[src/rtl/tone_pkg.sv]
// ============================================================================
// tone_pkg
// Note-code constants, pitch table and FSM state type for tone_player.
// Revision: 1.0
// ============================================================================
`default_nettype none

package tone_pkg;

    localparam int         CODE_NUM_PITCH = 9;
    localparam logic [3:0] CODE_REST_MIN  = 4'd9;
    localparam logic [3:0] CODE_NONE      = 4'hF;

    typedef enum logic [2:0] {
        ST_IDLE   = 3'd0,
        ST_REQ    = 3'd1,
        ST_SETTLE = 3'd2,
        ST_PLAY   = 3'd3,
        ST_GAP    = 3'd4
    } state_t;

    // Pitch in Hz for each code; rests map to 0.
    function automatic int note_freq(input int code);
        case (code)
            0:       return 196;
            1:       return 220;
            2:       return 247;
            3:       return 262;
            4:       return 294;
            5:       return 330;
            6:       return 392;
            7:       return 440;
            8:       return 523;
            default: return 0;
        endcase
    endfunction

    function automatic int half_period(input int clk_hz, input int code);
        int f;
        f = note_freq(code);
        return (f == 0) ? 0 : clk_hz / (2 * f);
    endfunction

    // The lowest pitch (code 0) has the longest half-period.
    function automatic int max_half(input int clk_hz);
        return half_period(clk_hz, 0);
    endfunction

endpackage

`default_nettype wire

[src/rtl/tone_divider.sv]
// ============================================================================
// tone_divider
// Loadable half-period counter toggling a square-wave output.
// Revision: 1.0
// ============================================================================
`default_nettype none

module tone_divider #(
    parameter int WIDTH = 18
) (
    input  logic             clk,
    input  logic             rst,
    input  logic             clear,
    input  logic             hold,
    input  logic [WIDTH-1:0] half,
    output logic             speaker
);

    logic [WIDTH-1:0] period;
    logic [WIDTH-1:0] count;

    // A zero period (rest) leaves the output parked low.
    always_ff @(posedge clk or negedge rst) begin
        if (!rst) begin
            period  <= '0;
            count   <= '0;
            speaker <= 1'b0;
        end else if (clear) begin
            period  <= half;
            count   <= '0;
            speaker <= 1'b0;
        end else if (!hold && period != '0) begin
            if (count == period - WIDTH'(1)) begin
                count   <= '0;
                speaker <= ~speaker;
            end else begin
                count <= count + WIDTH'(1);
            end
        end
    end

endmodule

`default_nettype wire

[src/rtl/tone_player.sv]
// ============================================================================
// tone_player
// Beat-timed tone synthesizer: requests a note per beat, latches it, plays it.
// Optional silent articulation tail per beat: define TONE_ARTIC_GAP_EN.
// Revision: 1.0
// ============================================================================
`default_nettype none

module tone_player
    import tone_pkg::*;
#(
    parameter int CLK_HZ          = 50_000_000,
    parameter int BEAT_CYCLES     = 12_500_000,
    parameter int TRIG_LOW_CYCLES = 4,
    parameter int SETTLE_CYCLES   = 8,
    parameter int GAP_CYCLES      = 1_250_000
) (
    input  logic       clk,
    input  logic       rst,
    input  logic       en,
    input  logic [3:0] tune_code,
    output logic       trigger,
    output logic       speaker,
    output logic [3:0] note,
    output logic       note_valid
);

    localparam int            BW        = $clog2(BEAT_CYCLES);
    localparam int            DW        = $clog2(max_half(CLK_HZ)) + 1;
    localparam logic [BW-1:0] TRIG_LAST = BW'(TRIG_LOW_CYCLES - 1);
    localparam logic [BW-1:0] LATCH_AT  = BW'(SETTLE_CYCLES - 1);
    localparam logic [BW-1:0] GAP_AT    = BW'(BEAT_CYCLES - GAP_CYCLES - 1);
    localparam logic [BW-1:0] BEAT_LAST = BW'(BEAT_CYCLES - 1);
`ifdef TONE_ARTIC_GAP_EN
    localparam bit GAP_EN = 1'b1;
`else
    localparam bit GAP_EN = 1'b0;
`endif

    state_t          state;
    state_t          state_nx;
    logic [BW-1:0]   beat_cnt;
    logic [DW-1:0]   half_tbl [CODE_NUM_PITCH];
    logic [DW-1:0]   div_half;
    logic            beat_end;
    logic            latch;
    logic            div_clear;
    logic            div_hold;
    logic            tone_out;

    for (genvar i = 0; i < CODE_NUM_PITCH; i++) begin : g_half_tbl
        localparam int HP = half_period(CLK_HZ, i);
        assign half_tbl[i] = DW'(HP);
    end

    assign beat_end = (beat_cnt == BEAT_LAST);

    // Load the incoming code at the latch; otherwise track the held note.
    always_comb begin
        div_half = '0;
        if (latch) begin
            if (tune_code < CODE_REST_MIN) div_half = half_tbl[tune_code];
        end else if (note < CODE_REST_MIN) begin
            div_half = half_tbl[note];
        end
    end

    always_comb begin
        state_nx = state;
        latch    = 1'b0;
        case (state)
            ST_IDLE:   if (en) state_nx = ST_REQ;
            ST_REQ:    if (beat_cnt == TRIG_LAST) state_nx = ST_SETTLE;
            ST_SETTLE: begin
                if (beat_cnt == LATCH_AT) begin
                    state_nx = ST_PLAY;
                    latch    = 1'b1;
                end
            end
            ST_PLAY: begin
                if (beat_end)                          state_nx = en ? ST_REQ : ST_IDLE;
                else if (GAP_EN && beat_cnt == GAP_AT) state_nx = ST_GAP;
            end
            ST_GAP:    if (beat_end) state_nx = en ? ST_REQ : ST_IDLE;
            default:   state_nx = ST_IDLE;
        endcase
    end

    always_ff @(posedge clk or negedge rst) begin
        if (!rst) begin
            state      <= ST_IDLE;
            beat_cnt   <= '0;
            note       <= CODE_NONE;
            note_valid <= 1'b0;
        end else begin
            state <= state_nx;
            if (state == ST_IDLE || beat_end) beat_cnt <= '0;
            else                              beat_cnt <= beat_cnt + BW'(1);
            if (latch) begin
                note       <= tune_code;
                note_valid <= (tune_code < CODE_REST_MIN);
            end
        end
    end

    // Clearing on the IDLE-entry edge makes the speaker low in the first IDLE cycle.
    assign div_clear = (state == ST_IDLE) || latch || (beat_end && !en);
    assign div_hold  = (state == ST_GAP);

    tone_divider #(
        .WIDTH (DW)
    ) u_divider (
        .clk     (clk),
        .rst     (rst),
        .clear   (div_clear),
        .hold    (div_hold),
        .half    (div_half),
        .speaker (tone_out)
    );

    assign trigger = (state != ST_REQ);
    assign speaker = tone_out && (state != ST_GAP);

endmodule

`default_nettype wire

[config.mk]
export PLATFORM = sky130hd
export DESIGN_NAME = tone_player
export DESIGN_NICKNAME = d
export VERILOG_FILES = /design/src/rtl/tone_pkg.sv /design/src/rtl/tone_divider.sv /design/src/rtl/tone_player.sv
export SDC_FILE = /design/constraint.sdc
export NUM_CORES = 1
export LEC_CHECK = 0
export ABC_AREA = 1
export BUFFER_PORTS_ARGS = -buffer_cell sky130_fd_sc_hd__buf_4
export CORE_MARGIN = 2
export CORE_UTILIZATION = 30
export CTS_BUF_LIST = sky130_fd_sc_hd__clkbuf_16
export DETAILED_ROUTE_END_ITERATION = 8
export RECOVER_POWER = 50
export SYNTH_ARGS = -nofsm -noshare
export SYNTH_HDL_FRONTEND = slang
export SYNTH_SLANG_ARGS = --single-unit
[constraint.sdc]
create_clock -name clk -period 2.84 [get_ports clk]
set_clock_uncertainty 0.15 [all_clocks]
set_input_delay 0.142 -clock clk [delete_from_list [all_inputs] [get_ports clk]]
set_output_delay 0.142 -clock clk [all_outputs]
set_load 0.05 [all_outputs]
Word-level counts from Yosys, hierarchy flattened
Memory sizes are Yosys's and may differ from the RTL's.
Index checks and enable logic that the tools add are counted.

storage, ports and cells
  output and inout port bits = 7
  memories = 2
  register bits after elaboration = 69
  logic and storage cells = 70
  input port bits = 7
  bits in read-only memories = 576

operators by class
  reduce and logical (&&, ||, !) cells = 15
  equality and inequality tests = 14
  bitwise logic cells = 3
  $lt $le $gt $ge = 4
  muxes and demuxes = 22
  add/sub/neg operators = 3

memory list
  memory           depth  bits a word  rd ports  clocked after Yosys merged registers in  write ports  RTL line           source
  (no name shown)  16     18           1         0                                        0            tone_player.sv:64  div_half = half_tbl[note];
  (no name shown)  16     18           1         0                                        0            tone_player.sv:62  if (tune_code < CODE_REST_MIN) div_half = half_tbl[tune_code];

operator list
  operator                                                               number
  18-bit two-way mux                                                     10
  24-bit by 1-bit adder with 24-bit output (second input constant)       1
  24-bit by 2-bit == test with 1-bit output (second input constant)      1
  24-bit == test (second input constant)                                 1
  24-bit by 3-bit == test with 1-bit output (second input constant)      1
  24-bit two-way mux                                                     1
  18-bit by 1-bit adder with 18-bit output (second input constant)       1
  18-bit == test                                                         1
  18-bit nonzero test                                                    1
  18-bit by 1-bit subtractor with 18-bit output (second input constant)  1
  3-bit two-way mux                                                      4
  3-bit one-hot mux with 4 select lines                                  1
  5-bit >= comparator (second input constant)                            2
  4-bit NOT with 5-bit output                                            2
  4-bit < comparator (second input constant)                             2
  3-bit by 2-bit == test with 1-bit output (second input constant)       2
  1-bit two-way mux                                                      6
  2-bit != test (second input constant)                                  3
  4-bit AND reduction                                                    1
  2-bit nonzero test                                                     2
  3-bit by 1-bit == test with 1-bit output (second input constant)       1
  3-bit == test (second input constant)                                  1
  1-bit logical AND                                                      3
  3-bit zero test                                                        1
  other kinds (8)                                                        11

Longest topological paths before layout
Gate-level depths: netlist of the first run.

  depth in word-level cells = 7
  depth in mapped cells = 17
  mapped depth without buffers = 17

Cells and area by module
A second synthesis of the first run with hierarchy kept.

unflattened totals
  cell total of the unflattened synthesis = 743
  area total of the unflattened synthesis = 5223.8 um^2

by module, submodules not included
  module        sequential area each (um^2)  cells each  times used  area each (um^2)
  tone_divider  925.9                        378         1           2667.6
  tone_player   780.7                        365         1           2556.2

Least setup slack after synthesis of the first run
Ideal clock, no wire load.

  path kind = reg2reg
  start point = register u_divider.period[0]
  end point = register u_divider.count[10]
  path buffers = 1
  setup slack = 699 ps
  data arrival time = 1865 ps
  setup time = 125 ps
  period minus slack after synthesis = 2141 ps
  required time = 2565 ps
  stages on the path, launching flop included = 17
  path through = dfrtp_1 inv_1 ha_1 nand2_1 nor2_1 nand2_1 nand2_1 nand2_1 nand2_1 nand2_1 nor2_1 nand3_1 nor2_2 nand2_4 nand2_4 buf_12 o22ai_2

on the way
  cells in the longest elaborated chain, start to end = 5
  elaborated cells on any way between the ends = 8
  classes of those cells = add/sub: 1; eq/ne: 1; mux: 3; reduce/logical: 3

ends and longest elaborated chain
  element                                        RTL line            source
  start: declaration                             tone_divider.sv:19  logic [WIDTH-1:0] period;
  start signal: assignment                       tone_divider.sv:29  period <= half;
  18-bit by 1-bit subtractor with 18-bit output  tone_divider.sv:33  if (count == period - WIDTH'(1)) begin
  18-bit == test                                 tone_divider.sv:33
  18-bit two-way mux                             tone_divider.sv:33
  18-bit two-way mux                             tone_divider.sv:32  end else if (!hold && period != '0) begin
  18-bit two-way mux                             tone_divider.sv:28  end else if (clear) begin
  end signal: assignment                         tone_divider.sv:37  count <= count + WIDTH'(1);
  end: declaration                               tone_divider.sv:20  logic [WIDTH-1:0] count;

Parallel ways exist; a longest one is shown, timed or not. The select of a mux whose other input is x is not followed.
A chain may end at the register's enable or synchronous reset.

Worst setup path in the final report of the first run
  start point = register u_divider.period[0]
  end point = register u_divider.count[6]

Same word-level chain as after synthesis.

==> flow_metrics.py, run 1 <==
metrics = {
    "timing": {
        "setup_violations": 0,
        "rsz_0062_raised_after_global_routing": "false",
        "period_minus_slack_ns": 2.63,
        "final_min_period_over_clock_period_pct": 92.6,
        "tightestPinTransition_ns": 1.70,
        "timing.setup.tns_ns": 0,
        "timing_hold_violations_final": 0,
        "achievable-frequency_mhz": 380,
        "fin_ws_ns": 0.210,
        "report.final.slew_viol_count": 68,
        "slew_headroom_pct": -13.2,
    },
    "route": {
        "first_pass_iters": 5,
        "routed_wl_um": 12900,
        "wl_per_cell_um": 13.3,
        "route.antenna.remaining_nets": 0,
        "routed-via-count": 4693,
        "viasPerCell": 4.82,
        "drtIter0Drc": 264,
        "drt_drc_violations_left": 0,
    },
    "clock_network": {
        "cts_post_setup_buffers_inserted": 0,
        "clkLatencyLatePin_ns": 0.34,
        "number_of_buffers_inserted_during_clock_tree_synthesis": 9,
        "h_tree_lvls": 3,
        "clock_tree_from_tritoncts": "yes",
        "clockBufferDepth": 2,
        "cts.sink_count": 67,
        "root_buffer": "sky130_fd_sc_hd__clkbuf_16",
        "clk_pin_slew_ns": 0.06,
    },
    "floorplan": {
        "dieHeight_um": 133,
        "core_region_area_um2": 16400,
        "die_area_um2": 17700,
        "floorplan.die.width_um": 133,
        "boundaryPins": 14,
        "initial_core_util_pct": 30.4,
        "rows": 47,
    },
    "pwr": {
        "power_leakage_uw": 0.00261,
        "powerDensity_nw_per_um2": 371,
        "worst_ir_drop_vdd_v": 0.000313,
    },
    "synthesis": {
        "post_synth.cell_area_avg_um2": 6.85,
        "netlist.area_leader.share_pct": 31.6,
        "synthFlopType": "sky130_fd_sc_hd__dfrtp_1",
        "yosys-top-cells-area": "sky130_fd_sc_hd__dfrtp_1 32%, sky130_fd_sc_hd__nand2_1 14%, sky130_fd_sc_hd__inv_1 7.2%",
        "seq_area_frac_synth_pct": 33.7,
        "synthesized_netlist_cell_count": 728,
        "number_of_enable_type_register_cells_in_the_synthesized_netlist": 0,
        "synthesis.area_um2": 4990,
        "synth.ff_latch_count": 67,
        "synth-async-reset-ratio_pct": 100,
        "synth_cell_types": 45,
        "syn_nets": 750,
        "synth_largest_area_cell": "sky130_fd_sc_hd__dfrtp_1",
        "synth-warning-count": 0,
    },
    "worst_setup_path": {
        "worstPathMaxFanout": 9,
        "type_of_the_setup_path_with_the_least_slack": "reg2reg",
        "worst-r2r-cell-count": 10,
        "cp.required_ns": 2.90,
        "worstReg2RegStart": "u_divider.period[0]$_DFFE_PN0N_",
        "critPathLaunchType": "flip-flop",
        "reg2reg_setup_slack_ns": 0.21,
        "cp-end-kind": "flip-flop",
        "timing.rr.end": "u_divider.count[6]$_DFFE_PN0P_",
        "worst-endpoint-arrival_ns": 2.69,
    },
    "grt": {
        "grt_remaining_overflow": 0,
        "largest_net_degree_at_the_start_of_global_routing": 68,
        "vias_in_the_first_global_route": 4438,
        "grt_antenna_before_repair": 0,
        "overall_routing_resource_usage_pct": 15.5,
        "grt_first_pass_wirelength_um": 21900,
    },
    "cells_and_area": {
        "antennaDiodeCount": 0,
        "num-nets-final": 770,
        "syn_to_final_growth_pct": 12.5,
        "layout_cells_sized_above_1_pct": 11.6,
        "finalInstanceArea_um2": 5610,
    },
    "status": {
        "violations_in_the_final_reports": "max-capacitance violations, max-slew violations",
        "outcome": "finished, violations left",
    },
    "placement": {
        "port-buffer-count": 13,
        "gpl.final_weighted_congestion": 0.935,
        "dp_worst_setup_slack_ns": 0.204,
        "placed_area_um2": 5310,
        "dpl.hpwl_um": 9850,
    },
    "hold_path": {
        "holdPathStages": 3,
        "worst_hold_path.endpoint": "note[0]$_DFFE_PN1P_",
        "holdCritPathClass": "in2reg",
        "hp-start": "tune_code[0]",
    },
    "flow_run": {
        "max-cap-violations": 1,
    },
}
-- worst max path at each step --
stage | from | end | slack, ns | cells past startpoint
after global placement | u_divider.period[0]$_DFFE_PN0N_ | u_divider.count[6]$_DFFE_PN0P_ | 0.23 | 10
after floorplan | u_divider.period[0]$_DFFE_PN0N_ | u_divider.count[10]$_DFFE_PN0P_ | 0.70 | 16
final | u_divider.period[0]$_DFFE_PN0N_ | u_divider.count[6]$_DFFE_PN0P_ | 0.21 | 10
after CTS | u_divider.period[0]$_DFFE_PN0N_ | u_divider.count[6]$_DFFE_PN0P_ | 0.19 | 10
after global routing | u_divider.period[0]$_DFFE_PN0N_ | u_divider.count[6]$_DFFE_PN0P_ | 0.02 | 10
after detailed placement | u_divider.period[0]$_DFFE_PN0N_ | u_divider.count[6]$_DFFE_PN0P_ | 0.20 | 10
-- cell type report --
cell class,count,area (µm²)
Fill cell,1760,10800
Multi-Input combinational cell,550,2870
Sequential cell,67,1680
Tap cell,220,275
Inverter,102,383
Clock buffer,9,225
Clock inverter,7,51.3
Timing Repair Buffer,18,126
-- layer usage --
| metal | up-vias | track usage [%] | routed length (µm) |
|---|---|---|---|
| met4 | 0 | 5.44 | 257 |
| met5 | - | 0 | 0 |
| met3 | 18 | 2.91 | 511 |
| met2 | 103 | 24.8 | 5940 |
| li1 | 2403 | - | - |
| met1 | 2169 | 21.1 | 6220 |
-- synthesized netlist by cell type (2+ instances only) --
master	number
sky130_fd_sc_hd__nand2_1	192
sky130_fd_sc_hd__inv_1	96
sky130_fd_sc_hd__nor2_1	75
sky130_fd_sc_hd__nand3_1	67
sky130_fd_sc_hd__dfrtp_1	63
sky130_fd_sc_hd__a21oi_1	41
sky130_fd_sc_hd__o21ai_0	31
sky130_fd_sc_hd__nand4_1	19
sky130_fd_sc_hd__nor3_1	17
sky130_fd_sc_hd__ha_1	15
sky130_fd_sc_hd__xor2_1	13
sky130_fd_sc_hd__nor2_2	12
sky130_fd_sc_hd__a21oi_2	8
sky130_fd_sc_hd__nand2_2	6
sky130_fd_sc_hd__a31oi_1	5
sky130_fd_sc_hd__inv_2	5
sky130_fd_sc_hd__a211oi_1	4
sky130_fd_sc_hd__dfstp_2	4
sky130_fd_sc_hd__nor2_4	4
sky130_fd_sc_hd__nor3_2	4
sky130_fd_sc_hd__or2_2	4
sky130_fd_sc_hd__nand2_4	3
sky130_fd_sc_hd__nand3_2	3
sky130_fd_sc_hd__nand3b_1	3
sky130_fd_sc_hd__o211ai_1	3
sky130_fd_sc_hd__o21a_1	3
sky130_fd_sc_hd__o21ai_1	3
sky130_fd_sc_hd__xnor2_1	3
sky130_fd_sc_hd__and2_1	2
sky130_fd_sc_hd__buf_2	2
sky130_fd_sc_hd__buf_4	2
sky130_fd_sc_hd__clkbuf_1	2
sky130_fd_sc_hd__o22ai_2	2
-- cells by family (layout without fill, tap and decap cells) --
kind of cell / count (synthesis) / in the layout / synth area share (%)
xor+xnor: 16 / 16 / 2.81
flops: 67 / 67 / 33.7
compound gates: 102 / 102 / 11.9
buf+inv: 111 / 136 / 9.03
simple gates: 417 / 417 / 38.8
fa+ha+maj: 15 / 15 / 3.76
-- worst max-delay path: stages, from the launching register on --
cell and delay [ns]:
sky130_fd_sc_hd__dfrtp_1 0.38, sky130_fd_sc_hd__inv_1 0.14, sky130_fd_sc_hd__ha_2 0.26, sky130_fd_sc_hd__nand2_2 0.14, sky130_fd_sc_hd__nor2_8 0.22, sky130_fd_sc_hd__nand3_2 0.09, sky130_fd_sc_hd__nor3_1 0.41, sky130_fd_sc_hd__nand3_2 0.32
sky130_fd_sc_hd__nand2_1 0.16, sky130_fd_sc_hd__xor2_1 0.18, sky130_fd_sc_hd__a21oi_2 0.05
-- registers in the layout (all words and copies together) (netlist names) --
name	flops
note_valid	1
state	2
u_divider.period	17
u_divider.speaker	1
beat_cnt	24
note	4
u_divider.count	18
-- timing repair --
action                                 in CTS  in global routing
hold buffers                                2                  0
setup endpoints to repair                   0                 13
endpoints found under the hold margin      64                  0
resized for setup                           0                  3
-- cells in the final DEF (no fill, tap or decap), types with 3 or more instances in the layout --
| cell type | n |
|---|---|
| sky130_fd_sc_hd__or2_2 | 4 |
| sky130_fd_sc_hd__o21a_1 | 3 |
| sky130_fd_sc_hd__a31oi_1 | 5 |
| sky130_fd_sc_hd__xor2_1 | 13 |
| sky130_fd_sc_hd__nand4_1 | 19 |
| sky130_fd_sc_hd__clkbuf_16 | 9 |
| sky130_fd_sc_hd__dfstp_2 | 4 |
| sky130_fd_sc_hd__nand3b_1 | 3 |
| sky130_fd_sc_hd__ha_1 | 14 |
| sky130_fd_sc_hd__clkbuf_1 | 3 |
| sky130_fd_sc_hd__nand3_2 | 3 |
| sky130_fd_sc_hd__xnor2_1 | 3 |
| sky130_fd_sc_hd__nor2_4 | 4 |
| sky130_fd_sc_hd__nor3_2 | 4 |
| sky130_fd_sc_hd__o21ai_0 | 31 |
| sky130_fd_sc_hd__nor2_2 | 13 |
| sky130_fd_sc_hd__clkinv_1 | 3 |
| sky130_fd_sc_hd__dfrtp_1 | 63 |
| sky130_fd_sc_hd__nor2_1 | 74 |
| sky130_fd_sc_hd__nand3_1 | 67 |
| sky130_fd_sc_hd__nand2_2 | 6 |
| sky130_fd_sc_hd__inv_2 | 5 |
| sky130_fd_sc_hd__a21oi_2 | 8 |
| sky130_fd_sc_hd__o211ai_1 | 3 |
| sky130_fd_sc_hd__buf_4 | 12 |
| sky130_fd_sc_hd__inv_1 | 96 |
| sky130_fd_sc_hd__nor3_1 | 17 |
| sky130_fd_sc_hd__a211oi_1 | 4 |
| sky130_fd_sc_hd__inv_6 | 3 |
| sky130_fd_sc_hd__a21oi_1 | 41 |
| sky130_fd_sc_hd__nand2_1 | 192 |
| sky130_fd_sc_hd__o21ai_1 | 3 |
-- stage by stage --
stage | util [%] | cells | hold slack, ns | total power (µW)
after CTS | 34.2 | 973 | 0.00246 | 2130
after detailed placement | 32.4 | 955 | 0.183 | 1060
after global placement | 32.4 | 955 | 0.182 | 1060
after floorplan | - | 728 | -0.304 | 1020
final | 34.2 | 973 | 0.0104 | 2080
after global routing | 34.2 | 973 | 0.0570 | 2180
-- power by group --
group	leakage (µW)	switching [µW]	internal (µW)	total, µW
Sequential	0.000798	3.44	958	961
Combinational	0.00168	57.9	22.7	80.6
Clock	0.000136	445	596	1040
Note: power is estimated with default switching activity, not from simulation.
==> inputs of run 2 (changes only) <==
CORE_MARGIN = not set   (was 2)
clock period = 2.7 ns   (was 2.84 ns; I/O delays follow)
==> run 2 against run 1 <==
Compared with the run above:
- the run still ends with max-capacitance violations, max-slew violations left
- global-route usage up 1.1 points
- sequential power increased by 5%
- routed wire length decreased by 0.67%
- clock-buffer cell count unchanged
- clock power about the same
- fmax grew 4.2%
- via count up 0.49%
- combinational power is 7.6% higher
- sequential share of layout area fell by 0.11 points
- sequential cell count stayed put
- final cell count is 0.10% higher
- first-iteration DRC count rose by 41%
- largest power group unchanged
==> flow_metrics.py, run 2 (synthesis gave the netlist of run 1 again) <==
metrics = {
    "cells_and_area": {
        "antennaDiodeCount": 0,
        "layout_cells_sized_above_1_pct": 12.1,
        "multi_input_area_um2": 2870,
        "num-fill-cells": 1752,
        "regMostFlops": "beat_cnt",
        "final-seq-area_um2": 1680,
        "layout.cells.most_common_list": "192 x sky130_fd_sc_hd__nand2_1, 97 x sky130_fd_sc_hd__inv_1, 74 x sky130_fd_sc_hd__nor2_1, 67 x sky130_fd_sc_hd__nand3_1, 63 x sky130_fd_sc_hd__dfrtp_1",
        "num-nets-final": 775,
        "largest_register_ff_count": 24,
        "syn_to_final_growth_pct": 12.9,
        "final_common_cell": "sky130_fd_sc_hd__nand2_1",
        "largestRegisters": "beat_cnt (24), u_divider.count (18), u_divider.period (17)",
    },
    "grt": {
        "overall_routing_resource_usage_pct": 16.6,
        "largest_net_degree_at_the_start_of_global_routing": 68,
        "grt_first_pass_wirelength_um": 22000,
        "grt_remaining_overflow": 0,
        "vias_in_the_first_global_route": 4510,
        "grt_antenna_before_repair": 0,
    },
    "timing": {
        "final_min_period_over_clock_period_pct": 93.5,
        "timing_hold_violations_final": 0,
        "rsz_0062_raised_after_global_routing": "false",
        "final.hold.worst_slack_ns": 0.0376,
        "setup_violations": 0,
        "report.final.slew_viol_count": 68,
        "period_minus_slack_ns": 2.53,
        "tightestPinTransition_ns": 1.73,
        "timing.setup.tns_ns": 0,
        "slew_headroom_pct": -15.6,
        "achievable-frequency_mhz": 396,
    },
    "worst_setup_path": {
        "cp-end-kind": "flip-flop",
        "cp.required_ns": 2.77,
        "worstPathMaxFanout": 9,
        "worst-endpoint-arrival_ns": 2.59,
        "critPathLaunchType": "flip-flop",
        "type_of_the_setup_path_with_the_least_slack": "reg2reg",
    },
    "route": {
        "routed-via-count": 4716,
        "routed_wl_um": 12800,
        "maxUsedRoutingLayer": "met4",
        "routedLengthMet1_um": 6320,
        "drtIter0Drc": 372,
        "dr_wl_met2_um": 5950,
        "drt_drc_violations_left": 0,
        "wl_per_cell_um": 13.2,
        "viasPerCell": 4.84,
        "first_pass_iters": 5,
        "met3_wirelength_um": 371,
        "route.antenna.remaining_nets": 0,
    },
    "status": {
        "outcome": "finished, violations left",
        "violations_in_the_final_reports": "max-capacitance violations, max-slew violations",
    },
    "pwr": {
        "power_leakage_uw": 0.00263,
        "powerDensity_nw_per_um2": 381,
        "worst_ir_drop_vdd_v": 0.000301,
    },
    "placement": {
        "dpl.hpwl_um": 9860,
        "gpl.final_weighted_congestion": 0.884,
        "port-buffer-count": 13,
    },
    "floorplan": {
        "dieHeight_um": 131,
        "rows": 46,
        "boundaryPins": 14,
        "floorplan.die.width_um": 131,
        "initial_core_util_pct": 31.1,
        "die_area_um2": 17100,
        "core_region_area_um2": 16100,
    },
    "clock_network": {
        "number_of_buffers_inserted_during_clock_tree_synthesis": 9,
        "clock_tree_from_tritoncts": "yes",
        "clkLatencyLatePin_ns": 0.34,
        "clk_pin_slew_ns": 0.05,
        "root_buffer": "sky130_fd_sc_hd__clkbuf_16",
        "cts.sink_count": 67,
        "clockBufferDepth": 2,
        "h_tree_lvls": 3,
    },
    "flow_run": {
        "max-cap-violations": 1,
    },
    "hold_path": {
        "holdCritPathClass": "in2reg",
    },
}
==> run 2: critical path, stage by stage (launching register included) <==
cell	delay, ns
sky130_fd_sc_hd__dfrtp_1	0.37
sky130_fd_sc_hd__inv_1	0.13
sky130_fd_sc_hd__ha_2	0.25
sky130_fd_sc_hd__nand2_2	0.13
sky130_fd_sc_hd__nor2_8	0.22
sky130_fd_sc_hd__nand3_2	0.09
sky130_fd_sc_hd__nor3_1	0.38
sky130_fd_sc_hd__nand3_2	0.30
sky130_fd_sc_hd__nand2_1	0.15
sky130_fd_sc_hd__xor2_1	0.18
sky130_fd_sc_hd__a21oi_2	0.04
==> run 2: worst paths after layout <==
check                                                 from                          endpoint  slack [ns]  cells past startpoint
max                        u_divider.period[0]$_DFFE_PN0N_    u_divider.count[6]$_DFFE_PN0P_        0.17                     10
min                                           tune_code[2]   u_divider.period[8]$_DFFE_PN0N_        0.04                      4
max reg2reg                u_divider.period[0]$_DFFE_PN0N_    u_divider.count[6]$_DFFE_PN0P_        0.17                     10
min reg2reg                          beat_cnt[0]$_DFF_PN0_             beat_cnt[0]$_DFF_PN0_        0.31                      1
max in group asynchronous                              rst   u_divider.count[15]$_DFFE_PN0P_        0.70                      2
min in group asynchronous                              rst  u_divider.period[13]$_DFFE_PN0N_        0.66                      2
==> run 2: timing repair <==
| action | 4_1_cts | 5_1_grt |
|---|---|---|
| setup buffers | 0 | 0 |
| resized for setup | 0 | 3 |
| endpoints found under the hold margin | 64 | 0 |
| endpoints found under the setup margin | 0 | 13 |
| hold buffers | 2 | 0 |
==> run 2: cell type report <==
class                      instances  share of cell area, %
multi-input combinational        550                   50.9
sequential                        67                   29.9
clock inverter                     7                  0.644
tap                              216                   4.80
timing repair buffer              23                   2.98
inverter                         102                   6.80
clock buffer                       9                   4.00
==> run 2: per-layer routing <==
layer	GRT usage, %	vias up
met5	0	-
met4	5.14	0
met3	3.18	20
met2	27.3	97
met1	22.1	2187
li1	-	2412
==> run 2: where the power goes <==
part	leakage, µW	total, µW	internal [µW]	switching, µW
logic	0.00171	86.7	24.6	62.2
clock network	0.000127	1050	607	441
registers	0.000798	1010	1010	3.68
==> run 2: metrics by stage <==
stage	worst slack, ns	total power [µW]	utilization, %	cells	cell area, µm²
after floorplan	0.559	1070	-	728	4990
after global routing	0.00408	2230	35.1	974	5630
after detailed placement	0.158	1110	33.3	956	5350
final	0.175	2150	35.1	974	5630
after global placement	0.145	1120	33.3	956	5350
after CTS	0.144	2190	35.0	974	5630
